### src/rtl/sprite_blitter.sv
// rtl/sprite_blitter.sv - sprite drawing engine feeding vga_adapter from a sprite ROM bank
//
// Walks one sprite in raster order per request and emits one pixel beat per clock.
// Ports:
//   clock, reset          : system clock, synchronous active-high reset
//   req_valid/req_ready   : request handshake (accepted on req_valid && req_ready)
//   req_sprite/x/y        : sprite index and top-left screen position
//   req_mode              : 00 opaque, 01 transparent, 10 fill, 11 masked fill
//   req_colour            : colour used by the fill modes
//   rom_sprite/rom_addr   : ROM bank select and pixel address (row*SPRITE_W + col)
//   rom_data              : ROM output, one-cycle read latency
//   vga_x/y/colour/plot   : registered pixel beat towards vga_adapter
//   busy, done            : request in progress, one-cycle completion pulse
module sprite_blitter #(
   parameter int SPRITE_W  = 16,
   parameter int SPRITE_H  = 16,
   parameter int N_SPRITES = 4,
   parameter int SCREEN_W  = 160,
   parameter int SCREEN_H  = 120,
   parameter int X_W       = 8,
   parameter int Y_W       = 7,
   parameter int COLOUR_W  = 3,
   parameter logic [COLOUR_W-1:0] TRANSPARENT = '0,
   localparam int SID_W  = (N_SPRITES > 1) ? $clog2(N_SPRITES) : 1,
   localparam int ADDR_W = (SPRITE_W * SPRITE_H > 1) ? $clog2(SPRITE_W * SPRITE_H) : 1
) (
   input  logic                clock,
   input  logic                reset,
   input  logic                req_valid,
   output logic                req_ready,
   input  logic [SID_W-1:0]    req_sprite,
   input  logic [X_W-1:0]      req_x,
   input  logic [Y_W-1:0]      req_y,
   input  logic [1:0]          req_mode,
   input  logic [COLOUR_W-1:0] req_colour,
   output logic [SID_W-1:0]    rom_sprite,
   output logic [ADDR_W-1:0]   rom_addr,
   input  logic [COLOUR_W-1:0] rom_data,
   output logic [X_W-1:0]      vga_x,
   output logic [Y_W-1:0]      vga_y,
   output logic [COLOUR_W-1:0] vga_colour,
   output logic                vga_plot,
   output logic                busy,
   output logic                done
);

   localparam int COL_W = (SPRITE_W > 1) ? $clog2(SPRITE_W) : 1;
   localparam int ROW_W = (SPRITE_H > 1) ? $clog2(SPRITE_H) : 1;
   localparam logic [COL_W-1:0]  COL_LAST   = COL_W'(SPRITE_W - 1);
   localparam logic [ADDR_W-1:0] ADDR_LAST  = ADDR_W'(SPRITE_W * SPRITE_H - 1);
   localparam logic [X_W:0]      SCREEN_W_L = (X_W + 1)'(SCREEN_W);
   localparam logic [Y_W:0]      SCREEN_H_L = (Y_W + 1)'(SCREEN_H);

   typedef enum logic [1:0] {IDLE, RUN, DRAIN} state_t;

   state_t state, state_nxt;

   logic [X_W-1:0]      x_l;
   logic [Y_W-1:0]      y_l;
   logic [1:0]          mode_l;
   logic [COLOUR_W-1:0] colour_l;
   logic [COL_W-1:0]    col, p_col;
   logic [ROW_W-1:0]    row, p_row;
   logic                p_valid;
   logic                accept;
   logic                addr_last;
   logic [X_W:0]        px;
   logic [Y_W:0]        py;
   logic                plot_c;
   logic [COLOUR_W-1:0] colour_c;

   assign accept    = req_valid && req_ready;
   assign addr_last = (rom_addr == ADDR_LAST);

   // state register
   always_ff @(posedge clock) begin
      if (reset) state <= IDLE;
      else       state <= state_nxt;
   end

   // next-state logic; DRAIN waits until the pixel stage has emptied
   always_comb begin
      state_nxt = state;
      case (state)
         IDLE:    if (req_valid) state_nxt = RUN;
         RUN:     if (addr_last) state_nxt = DRAIN;
         DRAIN:   if (!p_valid)  state_nxt = IDLE;
         default: state_nxt = IDLE;
      endcase
   end

   // FSM outputs
   always_comb begin
      req_ready = (state == IDLE) && !reset;
      busy      = (state != IDLE);
   end

   // One bit wider than the screen coordinates so sprites running off the
   // right/bottom edge clip instead of wrapping back onto the screen.
   assign px = {1'b0, x_l} + (X_W + 1)'(p_col);
   assign py = {1'b0, y_l} + (Y_W + 1)'(p_row);

   // mode bit 0 enables transparency, mode bit 1 selects the latched colour
   always_comb begin
      plot_c   = p_valid && (px < SCREEN_W_L) && (py < SCREEN_H_L) &&
                 (!mode_l[0] || (rom_data != TRANSPARENT));
      colour_c = mode_l[1] ? colour_l : rom_data;
   end

   // address stage, pixel stage (aligned with rom_data) and output registers
   always_ff @(posedge clock) begin
      if (reset) begin
         rom_sprite <= '0;
         rom_addr   <= '0;
         x_l        <= '0;
         y_l        <= '0;
         mode_l     <= '0;
         colour_l   <= '0;
         col        <= '0;
         row        <= '0;
         p_col      <= '0;
         p_row      <= '0;
         p_valid    <= 1'b0;
         vga_x      <= '0;
         vga_y      <= '0;
         vga_colour <= '0;
         vga_plot   <= 1'b0;
         done       <= 1'b0;
      end else begin
         if (accept) begin
            rom_sprite <= req_sprite;
            x_l        <= req_x;
            y_l        <= req_y;
            mode_l     <= req_mode;
            colour_l   <= req_colour;
            col        <= '0;
            row        <= '0;
            rom_addr   <= '0;
         end else if (state == RUN && !addr_last) begin
            rom_addr <= rom_addr + ADDR_W'(1);
            if (col == COL_LAST) begin
               col <= '0;
               row <= row + ROW_W'(1);
            end else begin
               col <= col + COL_W'(1);
            end
         end
         p_valid    <= (state == RUN);
         p_col      <= col;
         p_row      <= row;
         vga_plot   <= plot_c;
         vga_x      <= px[X_W-1:0];
         vga_y      <= py[Y_W-1:0];
         vga_colour <= colour_c;
         done       <= (state == DRAIN) && !p_valid;
      end
   end

endmodule

### config.mk
export PLATFORM = sky130hd
export DESIGN_NAME = sprite_blitter
export DESIGN_NICKNAME = d
export VERILOG_FILES = /design/src/rtl/sprite_blitter.sv
export SDC_FILE = /design/constraint.sdc
export NUM_CORES = 1
export LEC_CHECK = 0
export BUFFER_PORTS_ARGS = -buffer_cell sky130_fd_sc_hd__buf_2
export CORE_AREA = 10 10 87 89
export CTS_BUF_LIST = sky130_fd_sc_hd__clkbuf_2
export CTS_CLUSTER_SIZE = 20
export DETAILED_ROUTE_END_ITERATION = 7
export DIE_AREA = 0 0 97 99
export PLACE_DENSITY = 0.73
export SLEW_MARGIN = 10
export SYNTH_ARGS = -nofsm -noshare
export SYNTH_HDL_FRONTEND = slang
export SYNTH_SLANG_ARGS = --single-unit
### constraint.sdc
create_clock -name clock -period 2.2 [get_ports clock]
set_input_delay 0.44 -clock clock [delete_from_list [all_inputs] [get_ports clock]]
set_output_delay 0.44 -clock clock [all_outputs]
set_load 0.02 [all_outputs]
==> key figures, run 1 <==
Yosys
  – Mux cell area share after synthesis: 0.0104
  – Mapped Nets: 356
  – Mapped Cells: 315
  – Yosys cell types: 46
  – Synth Area in Adders: 0.0616
  – Top_reg_cell synth: dfxtp_1
  – Post-synthesis simple-gate area fraction: 0.228
  – Register area share after synthesis: 0.479
  – Compound-Gate Fraction of Synth Area: 0.108
  – Largest family of logic cells by synthesized area: simple AND/OR/NAND/NOR gates
  – XOR/XNOR share of the synthesized area: 0.0668
  – Post-synth EDFFs: 0
  – Seq cells post-synth: 69
  – Synthesized area: 2890 um2
  – Synth async-reset ratio: 0
  – Avg Cell Area, Syn: 9.16 um2
  – Ys Warns: 0

GRT
  – GR Overflow Total: 0
  – First-pass GRT wire length: 9610 um
  – Antenna violations before repair: 0
  – GRT Util Overall: 0.119
  – Number of global-route vias before repair: 2128
  – Largest net degree at the start of global routing: 46

CTS
  – CTS H-Tree Depth: 3
  – Clock sink total: 69
  – Clk Latency, worst-skew pair: 0.47 ns
  – CTS Buf Count: 9
  – CTS root buf: clkbuf_2
  – Worst-path clk slew: 0.18 ns
  – Clock Path Buffers: 2
  – Post-CTS setup buffers: 0
  – # hold bufs at CTS: 0
  – # resized after CTS: 0
  – CTS tree: built

Critical path
  – Worst Path Buf+Inv: 1
  – Setup crit end kind: flip-flop
  – Worst EP arrival: 2.35 ns
  – Max incr delay on CP: 0.39 ns
  – CP delay by family, top: adder cells
  – Worst setup SP type: flip-flop
  – Worst Setup Path Type: reg -> reg
  – Crit-path slowest cell: fa_1
  – CP max FO: 3
  – Worst path cell trace: ha_1 -> inv_1 -> fa_1 -> nand2b_1 -> a21oi_2 -> xnor2_1 -> and3_1 -> o311a_1
  – Worst EP required: 2.54 ns

Finish
  – Area Overhead vs Synth: 15.0%
  – Design Area, Final: 3320 um2
  – Nets: 416
  – Number of diodes: 0
  – Fillcell total: 530
  – Util after Layout: 0.567
  – Share of layout cells above drive strength 1: 0.219

Place
  – IO buf count: 59
  – Detailed Place HPWL: 4220 um
  – GP Congestion: 0.777
  – Cell area after placement: 3220 um2
  – Place WS: 0.246 ns

Detailed routing
  – First drt pass iteration count: 4
  – Via count: 2227
  – Final wirelength: 5750 um
  – # DRC: 0
  – Post-route ant nets: 0
  – Vias per std cell: 4.91
  – WL/cell: 12.7 um
  – Initial drt markers: 55

Power
  – P_leak: 1.39 nW
  – Pwr dens: 691 nW/um2
  – Peak VDD IR: 0.442 mV

Run
  – # Max-Cap Violations: 0

Floorplanning
  – Die area: 9600 um2
  – # rows: 28
  – Starting density of the core: 0.493
  – IO Pins: 60
  – Die height: 99 um
  – Core ar.: 5850 um2
  – Die Width: 97 um

STA
  – Tcrit/Tclk final: 0.915
  – Worst Slack Setup Final: 0.188 ns
  – RSZ-0062 raised after global routing: false
  – Slew at the pin with the worst max-slew slack: 0.594 ns
  – Maximum clock frequency: 497 MHz
  – Final Hold Vio Count: 0
  – Setup TNS: 0 ns
  – Slew headroom: 0.604
  – Max Transition Viols Final: 0
  – Worst Hold Margin: 0.146 ns
  – Final setup vio count: 0
  – Min Clock Period, post-route: 2.01 ns
  – Clk_skew: 0.0329 ns

Outcome
  – Status: complete, no violations

Min path
  – Type of the most critical hold path: in -> reg
==> through the flow <==
step / std cells / power (W)
after floorplan: 315 / 0.00157
after global placement: 439 / 0.00165
after detailed placement: 439 / 0.00165
after CTS: 454 / 0.00232
after global routing: 454 / 0.00241
final: 454 / 0.00229
==> cell usage after synthesis, drive strengths merged (2+ instances only) <==
master  number  area (um2)
a211oi       2        15.0
a21o         2        15.0
a21oi       11        58.8
and3         3        18.8
buf          9        68.8
clkbuf       6        23.8
dfxtp       69        1380
fa           2        40.0
ha          11         138
inv         11        41.3
mux2i        3        30.0
nand2       36         135
nand2b      20         125
nand3        7        35.0
nand3b       2        15.0
nand4        2        12.5
nor2        32         123
nor2b       14        87.6
nor3         7        35.0
o21ai       21         105
o21bai       2        15.0
o31ai        5        42.5
or2          2        15.0
xnor2       14         123
xor2         8        70.1
==> layout by cell type, fill, tap and decap left out, types with 2 or more instances in the layout <==
cell type  instances
o21bai_1           2
o21ai_0           21
nor3_1             7
clkinv_1           2
a21o_1             2
clkbuf_2          12
nor2_1            31
dfxtp_1           69
mux2i_1            3
nand2_1           36
xnor2_1           14
buf_2             59
inv_1             11
xor2_1             8
a211oi_1           2
nor2b_1           14
buf_4              5
and3_1             3
nand3_1            7
nand4_1            2
fa_1               2
ha_1              11
nand2b_1          20
a21oi_1           10
nand3b_1           2
o31ai_1            4
==> sequential cells by signal (all words and copies together) (netlist names) <==
name,cells
state,2
vga_y,7
vga_x,8
x_l,8
row,4
vga_plot,1
colour_l,3
col,4
p_row,4
p_valid,1
vga_colour,3
done,1
mode_l,2
p_col,4
y_l,7
rom_sprite,2
rom_addr,8
==> power breakdown <==
group          internal (W)  leakage [nW]  total, W  switching [W]
Combinational      0.000112         0.759  0.000267       0.000155
Clock              0.000265        0.0671  0.000667       0.000402
Sequential          0.00131         0.563   0.00136      0.0000430
==> area by class of cell <==
type | instances | area (um2) | area share
Sequential cell | 69 | 1380 | 0.416
Multi-Input combinational cell | 220 | 1370 | 0.413
Timing Repair Buffer | 64 | 333 | 0.100
Tap cell | 75 | 93.8 | 0.0283
Clock buffer | 12 | 60.1 | 0.0181
Inverter | 11 | 41.3 | 0.0124
Clock inverter | 3 | 37.5 | 0.0113
==> layer usage <==
metal	vias up	track usage	share of wire
met5	-	0	0
met4	0	0.0647	0.016
met3	10	0.0349	0.055
met2	55	0.199	0.48
met1	998	0.133	0.45
li1	1164	-	-
==> final timing paths <==
kind / start / to / slack [ns] / depth (start not counted)
worst min-delay path: req_sprite[1] / rom_sprite[1] / 0.15 / 3
worst max register to register: x_l[0] / vga_plot / 0.19 / 8
worst min register to register: rom_sprite[1] / rom_sprite[1] / 0.49 / 2
worst max-delay path: x_l[0] / vga_plot / 0.19 / 8
==> worst min-delay path: stages <==
cell and delay [ns]:
buf_2 0.07, nand2_1 0.03, o21ai_0 0.05
==> cells by family (layout without fill, tap and decap cells) <==
| group | count (synthesis) | count (layout) |
|---|---|---|
| flip-flops | 69 | 69 |
| multiplexers | 3 | 3 |
| buffers and inverters | 26 | 90 |
| XOR/XNOR | 22 | 22 |
| AND/OR/NAND/NOR | 132 | 132 |
| AO/OA/AOI/OAI | 50 | 50 |
| adder cells (fa/ha/maj) | 13 | 13 |
No activity file was read; power rests on OpenSTA's default activity.
==> inputs of run 2 (changes only) <==
Settings changed: CORE_AREA 10 10 87 89 to 2 2 79 81, DIE_AREA 0 0 97 99 to 0 0 81 83.
==> key figures, run 2 (same netlist as run 1, synthesis figures left out) <==
Outcome
  – Status: complete, no violations

Detailed routing
  – Initial drt markers: 120
  – First drt pass iteration count: 4
  – Post-route ant nets: 0
  – Met3 WL: 248 um
  – Max layer used: met4
  – Post-Route M1 WL: 2470 um
  – WL/cell: 11.9 um
  – Routed length on met2: 2560 um
  – Final wirelength: 5380 um
  – Vias per std cell: 5.02
  – # DRC: 0
  – Via count: 2276

Floorplanning
  – Die Width: 81 um
  – IO Pins: 60
  – Die area: 6720 um2
  – # rows: 28
  – Die height: 83 um
  – Core ar.: 5820 um2
  – Starting density of the core: 0.496

CTS
  – CTS Buf Count: 9
  – Worst-path clk slew: 0.19 ns
  – CTS H-Tree Depth: 3
  – # resized after CTS: 0
  – Clock sink total: 69
  – CTS tree: built
  – Clk Latency, worst-skew pair: 0.49 ns
  – Clock Path Buffers: 2
  – # hold bufs at CTS: 0
  – CTS root buf: clkbuf_2
  – Post-CTS setup buffers: 0

Critical path
  – Worst Setup Path Type: reg -> reg
  – Max incr delay on CP: 0.41 ns
  – Setup crit end kind: flip-flop
  – FF-to-FF path depth: 8
  – CP max FO: 4
  – Worst path cell trace: ha_1 -> inv_1 -> fa_1 -> nand2b_1 -> a21oi_4 -> xnor2_1 -> and3_1 -> o311a_1
  – Crit-path slowest cell: fa_1
  – Worst setup SP type: flip-flop
  – Worst EP arrival: 2.45 ns
  – Worst EP required: 2.59 ns

GRT
  – Antenna violations before repair: 0
  – Number of global-route vias before repair: 2126
  – First-pass GRT wire length: 9060 um
  – GR Overflow Total: 0
  – GRT Util Overall: 0.169
  – Largest net degree at the start of global routing: 46

Finish
  – Share of layout cells above drive strength 1: 0.209
  – Area Overhead vs Synth: 14.0%
  – Biggest registers after layout: rom_addr x8, vga_x x8, x_l x8
  – Commonest non-fill, non-tap cell in the layout: dfxtp_1
  – Nets: 415
  – Most frequent cells in the layout: dfxtp_1, buf_2, nand2_1
  – Number of diodes: 0

Power
  – P_leak: 1.37 nW
  – Peak VDD IR: 0.275 mV
  – Pwr dens: 659 nW/um2

STA
  – Slew at the pin with the worst max-slew slack: 0.577 ns
  – Min Clock Period, post-route: 2.07 ns
  – RSZ-0062 raised after global routing: false
  – Tcrit/Tclk final: 0.940
  – Slew headroom: 0.615
  – Maximum clock frequency: 484 MHz
  – Max Transition Viols Final: 0
  – Clk_skew: 0.0224 ns
  – Worst Hold Margin: 0.125 ns
  – Final Hold Vio Count: 0
  – Final setup vio count: 0
  – Setup TNS: 0 ns

Place
  – GP Congestion: 0.790
  – Detailed Place HPWL: 3810 um
  – IO buf count: 59

Min path
  – Type of the most critical hold path: in -> reg
  – Worst hold stages: 3

Run
  – # Max-Cap Violations: 0
## run 2: changes by cell type in the layout (fill, tap and decap cells not counted)
cell,previous run,this run
buf_4,5,4
clkinv_1,2,5
bufinv_16,1,0
a21oi_2,1,0
clkbuf_2,12,10
a21oi_4,0,1
## run 2: worst paths after layout
check                     start          end  slack (ns)
setup / recovery         x_l[0]     vga_plot        0.13
hold / removal    req_colour[0]  colour_l[0]        0.12
setup reg to reg         x_l[0]     vga_plot        0.13
hold reg to reg        state[0]         done        0.48
## run 2: through the flow
step | area (um2) | power [W] | setup slack [ns] | instances | util
6_report | 3290 | 0.00217 | 0.132 | 453 | 0.565
5_1_grt | 3290 | 0.00227 | 0.0293 | 453 | 0.565
4_1_cts | 3280 | 0.00218 | 0.0895 | 453 | 0.564
3_5_place_dp | 3210 | 0.00165 | 0.109 | 438 | 0.552
3_3_place_gp | 3210 | 0.00164 | 0.221 | 438 | 0.552
2_1_floorplan | 2890 | 0.00157 | 0.294 | 315 | -
## run 2: routing by layer
metal,vias up,track usage
met5,-,0
met4,0,0.0863
met3,10,0.0326
met2,56,0.280
met1,1044,0.205
li1,1166,-
## run 2: where the power goes
part / internal, W / switching [W] / leakage, nW
clock network: 0.000130 / 0.000414 / 0.0494
logic: 0.000112 / 0.000154 / 0.753
registers: 0.00131 / 0.0000427 / 0.563
## run 2: worst max-delay path, delay by kind of cell (launching register included)
kind	cells	cell delay, ns
compound gates	2	0.47
xor+xnor	1	0.08
fa+ha+maj	2	0.62
buf+inv	1	0.07
flops	1	0.37
simple gates	2	0.38
## run 2: final cells by class
cell class	instances	area (um2)
fill	567	2530
sequential	69	1380
multi-input combinational	220	1380
timing repair buffer	63	325
tap	75	93.8
clock buffer	10	50.0
inverter	11	41.3
clock inverter	5	18.8
==> inputs of run 3 (changes only) <==
--- a/config.mk
+++ b/config.mk
@@ -14,2 +14,3 @@
 export PLACE_DENSITY = 0.73
+export RECOVER_POWER = 100
 export SLEW_MARGIN = 10
--- a/constraint.sdc
+++ b/constraint.sdc
@@ -3,2 +3,2 @@
 set_output_delay 0.44 -clock clock [all_outputs]
-set_load 0.02 [all_outputs]
+set_load 0.01 [all_outputs]
==> key figures, run 3 (same netlist as run 1, synthesis figures left out) <==
CTS
  – Clock sink total: 69
  – Worst-path clk slew: 0.19 ns
  – Clock Path Buffers: 2
  – CTS root buf: clkbuf_2
  – CTS tree: built
  – Clk Latency, worst-skew pair: 0.49 ns
  – CTS H-Tree Depth: 3
  – CTS Buf Count: 9

Power
  – Switch share: 0.274
  – Peak VDD IR: 0.267 mV
  – P_leak: 1.23 nW
  – Sequential Power Share: 0.638
  – Clock share of power: 0.253
  – Switch Pwr: 0.000583 W
  – Logic pwr share: 0.109
  – P_int: 0.00154 W
  – Pwr dens: 657 nW/um2

Critical path
  – Worst reg2reg endpoint: vga_plot
  – Max incr delay on CP: 0.41 ns
  – Worst R2R Setup Slack: 0.13 ns
  – Crit-path slowest cell: fa_1
  – Worst EP required: 2.59 ns
  – Worst Setup Path Type: reg -> reg
  – FF-to-FF path depth: 8
  – R2R Path Start: x_l[0]
  – Worst path cell trace: ha_1 -> inv_1 -> fa_1 -> nand2b_1 -> a21oi_4 -> xnor2_1 -> and3_1 -> o311a_1
  – Worst setup SP type: flip-flop
  – Setup crit end kind: flip-flop
  – CP max FO: 4
  – Worst EP arrival: 2.45 ns

Floorplanning
  – Die height: 83 um
  – Starting density of the core: 0.496
  – Die Width: 81 um
  – IO Pins: 60
  – Core ar.: 5820 um2
  – # rows: 28
  – Die area: 6720 um2

STA
  – Setup TNS: 0 ns
  – Worst Hold Margin: 0.125 ns
  – Clk_skew: 0.0221 ns
  – Min Clock Period, post-route: 2.07 ns
  – Final setup vio count: 0
  – Tcrit/Tclk final: 0.939
  – RSZ-0062 raised after global routing: false
  – Final Hold Vio Count: 0
  – Slew headroom: 0.486
  – Maximum clock frequency: 484 MHz
  – Max Transition Viols Final: 0
  – Slew at the pin with the worst max-slew slack: 0.771 ns

GRT
  – Largest net degree at the start of global routing: 46
  – Number of global-route vias before repair: 2126
  – GR Overflow Total: 0
  – GRT Util Overall: 0.169
  – First-pass GRT wire length: 9060 um
  – Antenna violations before repair: 0

Min path
  – Hold path startpoint: req_colour[0]
  – Worst Hold End: colour_l[0]
  – Worst hold stages: 3
  – Type of the most critical hold path: in -> reg

Run
  – # Max-Cap Violations: 0

Detailed routing
  – First drt pass iteration count: 4
  – Via count: 2276
  – Vias per std cell: 5.02
  – WL/cell: 11.9 um
  – # DRC: 0
  – Post-route ant nets: 0
  – Initial drt markers: 99
  – Final wirelength: 5370 um

Finish
  – Share of layout cells above drive strength 1: 0.119
  – Biggest registers after layout: rom_addr x8, vga_x x8, x_l x8
  – Most frequent cells in the layout: dfxtp_1, nand2_1, nor2_1, clkbuf_1, buf_2
  – Nets: 415
  – Number of diodes: 0
  – Commonest non-fill, non-tap cell in the layout: dfxtp_1
  – Area Overhead vs Synth: 12.2%
  – Fillcell total: 588

Place
  – Detailed Place HPWL: 3810 um
  – IO buf count: 59
  – GP Congestion: 0.790

Outcome
  – Status: complete, no violations
==> run 3: cell type report <==
cell class | instances | area (um2) | area share
flip-flops and latches | 69 | 1380 | 0.427
multi-input cells | 220 | 1370 | 0.423
repair buffers | 63 | 283 | 0.0873
well taps | 75 | 93.8 | 0.0290
clock buffers | 10 | 50.0 | 0.0155
inverters | 11 | 41.3 | 0.0128
clock inverters | 5 | 18.8 | 0.00580
==> run 3: how the worst max path moves through the flow <==
stage / endpoint / start / depth (start not counted)
floorplan: vga_plot / x_l[0] / 8
global placement: vga_plot / x_l[0] / 8
detailed placement: vga_plot / x_l[0] / 8
CTS: vga_plot / x_l[0] / 8
global route: vga_plot / x_l[0] / 8
finish: vga_plot / x_l[0] / 8
==> run 3: per-stage QoR <==
step	setup slack (ns)	area (um2)	instances	util	total power (W)
floorplan	0.294	2890	315	-	0.00155
global placement	0.221	3210	438	0.552	0.00162
detailed placement	0.109	3210	438	0.552	0.00163
CTS	0.0895	3280	453	0.564	0.00216
global route	0.0293	3240	453	0.557	0.00223
finish	0.135	3240	453	0.557	0.00213
==> run 3: critical path: cells and delay by family (launching register included) <==
kind                     cells  cell delay, ns
flip-flops                   1            0.37
adder cells (fa/ha/maj)      2            0.61
AO/OA/AOI/OAI                2            0.47
AND/OR/NAND/NOR              2            0.38
buffers and inverters        1            0.07
XOR/XNOR                     1            0.08
==> run 3: layer usage <==
layer	GRT usage	vias up	part of all wire	wire [um]
met5	0	-	0	0
met4	0.0863	0	0.020	106
met3	0.0326	10	0.049	264
met2	0.280	60	0.48	2570
met1	0.205	1038	0.45	2430
li1	-	1168	-	-
==> run 3: power groups by stage <==
stage	Clock (W)	Sequential [W]	Combinational [W]
floorplan	0	0.00139	0.000161
global placement	0	0.00138	0.000240
detailed placement	0	0.00138	0.000245
CTS	0.000556	0.00136	0.000247
global route	0.000604	0.00137	0.000265
finish	0.000538	0.00136	0.000233
==> run 3: repair_timing <==
item,in CTS,in global routing
endpoints found under the setup margin,0,1
buffers inserted,0,0
hold buffers,0,0
gates resized for setup,0,1
